==> src/rtl/btn_pkg.sv <==
// Shared definitions for the button front-end consumers: gesture FSM encoding
// and default timing constants.
package btn_pkg;

  typedef enum logic [2:0] {
    IDLE      = 3'd0,
    HELD1     = 3'd1,
    WAIT2     = 3'd2,
    HELD2     = 3'd3,
    LONG_WAIT = 3'd4
  } btn_state_e;

  // 1 s hold / 250 ms double-press window at 100 MHz.
  localparam int BTN_LONG_HOLD = 100_000_000;
  localparam int BTN_DBL_WIN   = 25_000_000;
  localparam int BTN_CNT_W     = 27;

  function automatic logic gesture_active(btn_state_e s);
    return s != IDLE;
  endfunction

endpackage

==> src/rtl/press_timer.sv <==
// Shared gesture timer: synchronous clear, count enable, and a compare
// against a limit supplied at run time by the FSM.
module press_timer #(
  parameter int CNT_W = 27
) (
  input  logic             clk,
  input  logic             rst,
  input  logic             clr,
  input  logic             en,
  input  logic [CNT_W-1:0] limit,
  output logic             at_limit
);

  logic [CNT_W-1:0] cnt_reg;

  // Saturates instead of wrapping; clear has priority over enable.
  always_ff @(posedge clk or negedge rst) begin
    if (!rst) begin
      cnt_reg <= '0;
    end else if (clr) begin
      cnt_reg <= '0;
    end else if (en && (cnt_reg != '1)) begin
      cnt_reg <= cnt_reg + 1'b1;
    end
  end

  assign at_limit = (cnt_reg == limit);

endmodule

==> src/rtl/btn_press_classifier.sv <==
// Classifies button gestures into single, double and long presses and emits
// one registered one-cycle pulse per completed gesture.
module btn_press_classifier
  import btn_pkg::*;
#(
  parameter int LONG_HOLD = BTN_LONG_HOLD,
  parameter int DBL_WIN   = BTN_DBL_WIN,
  parameter int CNT_W     = BTN_CNT_W
) (
  input  logic clk,
  input  logic rst,
  input  logic press,
  input  logic level,
  output logic single_p,
  output logic double_p,
  output logic long_p,
  output logic busy
);

  localparam logic [CNT_W-1:0] LONG_LIM = CNT_W'(LONG_HOLD - 1);
  localparam logic [CNT_W-1:0] DBL_LIM  = CNT_W'(DBL_WIN - 1);

  btn_state_e       state_reg, state_next;
  logic             tmr_clr, tmr_en, tmr_at_limit;
  logic [CNT_W-1:0] tmr_limit;
  logic             single_next, double_next, long_next, busy_next;
  logic             single_reg, double_reg, long_reg, busy_reg;

  assign tmr_limit = (state_reg == WAIT2) ? DBL_LIM : LONG_LIM;

  press_timer #(
    .CNT_W(CNT_W)
  ) u_timer (
    .clk     (clk),
    .rst     (rst),
    .clr     (tmr_clr),
    .en      (tmr_en),
    .limit   (tmr_limit),
    .at_limit(tmr_at_limit)
  );

  always_ff @(posedge clk or negedge rst) begin
    if (!rst) begin
      state_reg <= IDLE;
    end else begin
      state_reg <= state_next;
    end
  end

  // Release beats the long threshold, and a press beats the double-press timeout.
  always_comb begin
    state_next = state_reg;
    tmr_en     = 1'b0;
    case (state_reg)
      IDLE: begin
        if (press) state_next = HELD1;
      end
      HELD1: begin
        if (!level)            state_next = WAIT2;
        else if (tmr_at_limit) state_next = LONG_WAIT;
        else                   tmr_en     = 1'b1;
      end
      WAIT2: begin
        if (press)             state_next = HELD2;
        else if (tmr_at_limit) state_next = IDLE;
        else                   tmr_en     = 1'b1;
      end
      HELD2, LONG_WAIT: begin
        if (!level) state_next = IDLE;
      end
      default: state_next = IDLE;
    endcase
    tmr_clr = (state_next != state_reg);
  end

  // busy spans the gesture states plus the first IDLE cycle after a gesture ends.
  always_comb begin
    single_next = (state_reg == WAIT2) && !press && tmr_at_limit;
    double_next = (state_reg == WAIT2) && press;
    long_next   = (state_reg == HELD1) && level && tmr_at_limit;
    busy_next   = gesture_active(state_reg) || gesture_active(state_next);
  end

  always_ff @(posedge clk or negedge rst) begin
    if (!rst) begin
      single_reg <= 1'b0;
      double_reg <= 1'b0;
      long_reg   <= 1'b0;
      busy_reg   <= 1'b0;
    end else begin
      single_reg <= single_next;
      double_reg <= double_next;
      long_reg   <= long_next;
      busy_reg   <= busy_next;
    end
  end

  assign single_p = single_reg;
  assign double_p = double_reg;
  assign long_p   = long_reg;
  assign busy     = busy_reg;

endmodule

==> config.mk <==
export PLATFORM = sky130hd
export DESIGN_NAME = btn_press_classifier
export DESIGN_NICKNAME = d
export VERILOG_FILES = /design/src/rtl/btn_pkg.sv /design/src/rtl/press_timer.sv /design/src/rtl/btn_press_classifier.sv
export SDC_FILE = /design/constraint.sdc
export NUM_CORES = 1
export LEC_CHECK = 0
export ABC_AREA = 1
export BUFFER_PORTS_ARGS = -buffer_cell sky130_fd_sc_hd__buf_2
export CAP_MARGIN = 0
export CORE_ASPECT_RATIO = 1.1
export CORE_MARGIN = 1
export CORE_UTILIZATION = 60
export DETAILED_ROUTE_END_ITERATION = 7
export PLACE_DENSITY = 0.78
export SLEW_MARGIN = 20
export SYNTH_ARGS = -nofsm -noshare
export SYNTH_HDL_FRONTEND = slang
export SYNTH_SLANG_ARGS = --single-unit
==> constraint.sdc <==
create_clock -name clk -period 2.55 [get_ports clk]
set_clock_uncertainty 0.15 [all_clocks]
set_input_delay 0.1275 -clock clk [delete_from_list [all_inputs] [get_ports clk]]
set_output_delay 0.1275 -clock clk [all_outputs]
set_load 0.01 [all_outputs]
# == After elaboration in Yosys (flattened, before gate mapping) ==
# Cells that the tools add are included.
# word_totals
reg_bits,34
word_cells,41
in_bits,4
out_inout_bits,4
# op_classes
reduce_logical,13
n_eq_ne,7
mux,14
add_sub_neg,1
# op_table
cell,count
$mux 27,3
$add 27x1->27 const B,1
$eq 27x27->1,1
$ne 27x27->1 const B,1
$mux 3,6
$pmux 3 s4,1
$eq 3x2->1 const B,2
$logic_and 1x1->1,6
$reduce_bool 3->1,2
$eq 3x1->1 const B,1
$eq 3x3->1 const B,1
$logic_not 3->1,1
$mux 1,3
$ne 3x3->1,1
$pmux 1 s2,1
$reduce_bool 2->1,1
$reduce_or 2->1,1
$logic_not 1->1,1
$logic_or 1x1->1,1

# == Depth between registers and ports, before layout ==
# logic_depth
depth_word,9
depth_mapped,14
mapped_depth_nobuf,13

# == Hierarchy ==
# A second synthesis with hierarchy kept.
# hier_totals
hier_cells,370
hier_area_um2,2557.5
# modules_own_cells
module,cells_per_inst,seq_area_each_um2,area_per_inst_um2,instances
press_timer,321,675.6,2173.3,1
btn_press_classifier,49,175.2,384.1,1

# == Least setup slack after synthesis ==
# Ideal clock, no wire load.
# synth_path
path_type,reg-to-reg
from,register u_timer.cnt_reg[0]
to,register u_timer.cnt_reg[13]
arrival_ns,1.687
required_ns,2.282
setup_time_ns,0.118
n_path_buf,1
stages_incl_launch_ff,12
slack_ns,0.595
synth_period_minus_slack_ns,1.955
path_cell_list,dfrtp_1 > ha_1 > nand3_2 > nor2_2 > nand3_1 > nor2_1 > nand3_2 > nand2_1 > o211ai_2 > buf_2 > nand4_1 > nand2_1
# synth_via
elab_chain_len,6
elab_cells_between_ends,17
classes_between,add/sub (1); eq/ne (3); mux (11); reduce/logical (2)
# synth_lines
element,line,source
start: declaration,press_timer.sv:14,logic [CNT_W-1:0] cnt_reg;
start signal: assignment,press_timer.sv:23,cnt_reg <= cnt_reg + 1'b1;
$eq 27x27->1,press_timer.sv:27,assign at_limit = (cnt_reg == limit);
$mux 3 (tied with other cells),btn_press_classifier.sv:65,else if (tmr_at_limit) state_next = IDLE;
$mux 3 (tied with other cells),btn_press_classifier.sv:64,if (press) state_next = HELD2;
$pmux 3 s4 / $pmux 1 s2 (equally long branches),btn_press_classifier.sv:54,case (state_reg)
$ne 3x3->1 / $logic_and 1x1->1 (equally long branches),"btn_press_classifier.sv:73, press_timer.sv:22",
$mux 27 / $reduce_bool 2->1 (equally long branches),n/a,
# Several ways; a longest one is shown, not always the timed one. The select of a mux whose other input is x is not followed.
# A chain may end at the register's enable or synchronous reset.

# == Worst setup path after layout ==
# layout_path
from,register u_timer.cnt_reg[0]
to,register u_timer.cnt_reg[2]
# Same word-level chain as after synthesis.

==> results.txt <==
fmax -> 0.433 GHz
post-cts sizing count -> 0
Worst Path Required -> 2640 ps
number of global-route vias before repair -> 1858
Max FO, Critical Path -> 11
num ports -> 8
# DRC -> 0
Starting Density -> 64.3%
Initial DRC Count -> 115
Synth Area in Simple Gates -> 40.9%
combinational power share -> 36.6%
Yosys top cell area share -> 39.1%
global-route wire length before repair -> 8340 um
CTS H-Tree Depth -> 2
critical path, cell by cell -> ha_1, nand3_2, nor2_2, nand2_1, nor2_1, nand3_1, nand3_2, inv_2, nand2_1, xor2_1, nor2_1
Routed WL per cell -> 13.4 um
Reg clk slew, reported paths -> 100 ps
via count -> 2013
synthesized area per cell -> 7.25 um2
P_sw -> 0.625 mW
clock root cell -> clkbuf_4
syn nets -> 305
antenna viol nets, final -> 0
largest family of logic cells by synthesized area -> simple AND/OR/NAND/NOR gates
FF/Latch Area -> 851 um2
mux contribution to synthesized area -> 0%
n_diodes -> 0
GRT overflow -> 0
sequential-to-total area share from yosys stat -> 39.1%
die height -> 65.2 um
CP max stage cell -> dfrtp_1
Layout Nets -> 318
worst setup path start -> u_timer.cnt_reg[0]$_DFFE_PN0P_
Pins Over Slew Limit -> 0
Critical Path Max Stage Delay -> 400 ps
worst slew pin tran -> 715 ps
fillers -> 309
post-synthesis register bit count -> 34
num rows -> 22
commonest cells after routing, fill and taps aside -> nand2_1 (62), nor2_1 (53), inv_1 (34), dfrtp_1 (34), nand4_1 (28)
layout cell share with drive strength beyond 1 -> 11.5%
total track usage -> 29.4%
Post-DP HPWL -> 3690 um
leakage power -> 1.13 nW
status -> finished clean
latest clock arrival within the worst-skew pair -> 350 ps
Post-Synth Adder-Cell Area -> 0.575%
Setup TNS -> 0 ps
CP Class -> register to register
Post-Syn Instances -> 300
clock tree buffer depth -> 2
final std cells w/o fill -> 362
cell count after placement -> 351
YS warnings -> 0
Synth cell types -> 27
multi-input logic area -> 1140 um2
startpoint types -> register
area delta synth->final -> 7.30%
Synth Cell Area -> 2180 um2
Min Clock Period, post-route -> 2310 ps
RR Startpoint -> u_timer.cnt_reg[0]$_DFFE_PN0P_
RSZ-0062 raised after global routing -> false
commonest non-fill, non-tap cell in the layout -> nand2_1
CTS tree -> built
total of max-cap violations -> 0
Final Util -> 69.0%
Core Area -> 3390 um2
CP Capture Type -> register
DRT Pass-1 Iters -> 4
Synth Area in Compound Gates -> 3.16%
period utilisation layout -> 90.5%
Yosys top cell by area -> dfrtp_1
routability cong. -> 1.01
IO buf count -> 7
Final setup viols -> 0
top cells by area, synth -> dfrtp_1 (39%), nand2_1 (11%), nor2_1 (9.1%)
total CTS buffers -> 5
Synth Area in XOR/XNOR -> 7.65%
Power Density -> 629 nW/um2
post-CTS setup buffers -> 0
max reg flops -> 27
via/cell ratio -> 5.56
Clk pwr share -> 21.5%
Clock Sinks -> 34
Pint -> 0.844 mW
Die W -> 59.4 um
Die ar. -> 3870 um2
final hold viol count -> 0
switching part of the total power -> 42.5%
Slew headroom -> 52.4%
Worst Hold Class -> input pin to async pin
initial antenna violation count -> 0
WL final -> 4850 um
maximum vdd drop -> 333 uV
crit path DAT -> 2400 ps
Flop pwr share -> 42.0%
pin count of the biggest net entering global routing -> 35
[area by class of cell]
type / instances / share of cell area [%]
clock inverters: 1 / 0.214
clock buffers: 7 / 2.36
inverters: 41 / 6.59
repair buffers: 11 / 3.11
well taps: 48 / 2.57
multi-input cells: 220 / 48.7
flip-flops and latches: 34 / 36.4
[kinds of logic after synthesis]
| logic type | Yosys count |
|---|---|
| buf+inv | 46 |
| compound gates | 11 |
| xor+xnor | 19 |
| flops | 34 |
| simple gates | 189 |
| fa+ha+maj | 1 |
[path summary, 6_finish.rpt]
path | endpoint | slack [ps] | depth (start not counted)
setup / recovery | u_timer.cnt_reg[2]$_DFFE_PN0P_ | 240 | 11
hold / removal | u_timer.cnt_reg[24]$_DFFE_PN0P_ | 220 | 2
setup reg to reg | u_timer.cnt_reg[2]$_DFFE_PN0P_ | 240 | 11
hold reg to reg | u_timer.cnt_reg[1]$_DFFE_PN0P_ | 430 | 2
max in group asynchronous | state_reg[2]$_DFF_PN0_ | 1570 | 2
min in group clk | single_p$_DFF_PN0_ | 340 | 3
[power groups by stage]
stage,sequential [mW],clock (mW),combinational [mW]
finish,0.616,0.315,0.537
global route,0.620,0.342,0.607
CTS,0.616,0.320,0.543
detailed placement,0.627,0,0.538
global placement,0.627,0,0.545
floorplan,0.627,0,0.455
[repair_timing]
action | in CTS | in global routing
hold endpoints to repair | 37 | 0
endpoints found under the setup margin | 0 | 0
hold buffers | 3 | 0
[synthesized netlist by cell type]
master	n
nand2_1	62
nor2_1	53
dfrtp_1	34
inv_1	34
nand4_1	28
nand3_1	22
xor2_1	13
nor3_1	10
inv_2	7
a21oi_1	6
xnor2_1	6
nand3_2	5
buf_2	3
nor2_2	3
nand2_2	2
a21o_1	1
buf_4	1
buf_6	1
ha_1	1
nand2_4	1
nand3b_2	1
nor2_4	1
nor3b_1	1
o211ai_2	1
o21ai_0	1
o22ai_1	1
o31ai_1	1
[worst max-delay path: cells and delay by family (launching register included)]
family / cells / cell delay, ps
xor+xnor: 1 / 150
fa+ha+maj: 1 / 200
buf+inv: 1 / 150
flops: 1 / 400
simple gates: 8 / 1140
[per-layer routing]
metal	up-vias	GRT usage (%)	wire, um
met1	943	36.2	2120
met5	-	0	0
met4	0	9.23	86
li1	998	-	-
met3	10	5.51	249
met2	62	51.1	2390
[metrics by stage]
| step | hold slack [ps] | worst slack [ps] | power [mW] | cell area [um2] |
|---|---|---|---|---|
| finish | 221 | 243 | 1.47 | 2330 |
| global route | 310 | 2.46 | 1.57 | 2330 |
| CTS | 238 | 244 | 1.48 | 2330 |
| detailed placement | 72.9 | 260 | 1.17 | 2240 |
| global placement | 70.7 | 288 | 1.17 | 2240 |
| floorplan | -318 | 595 | 1.08 | 2180 |
Note: power is estimated with default switching activity, not from simulation.
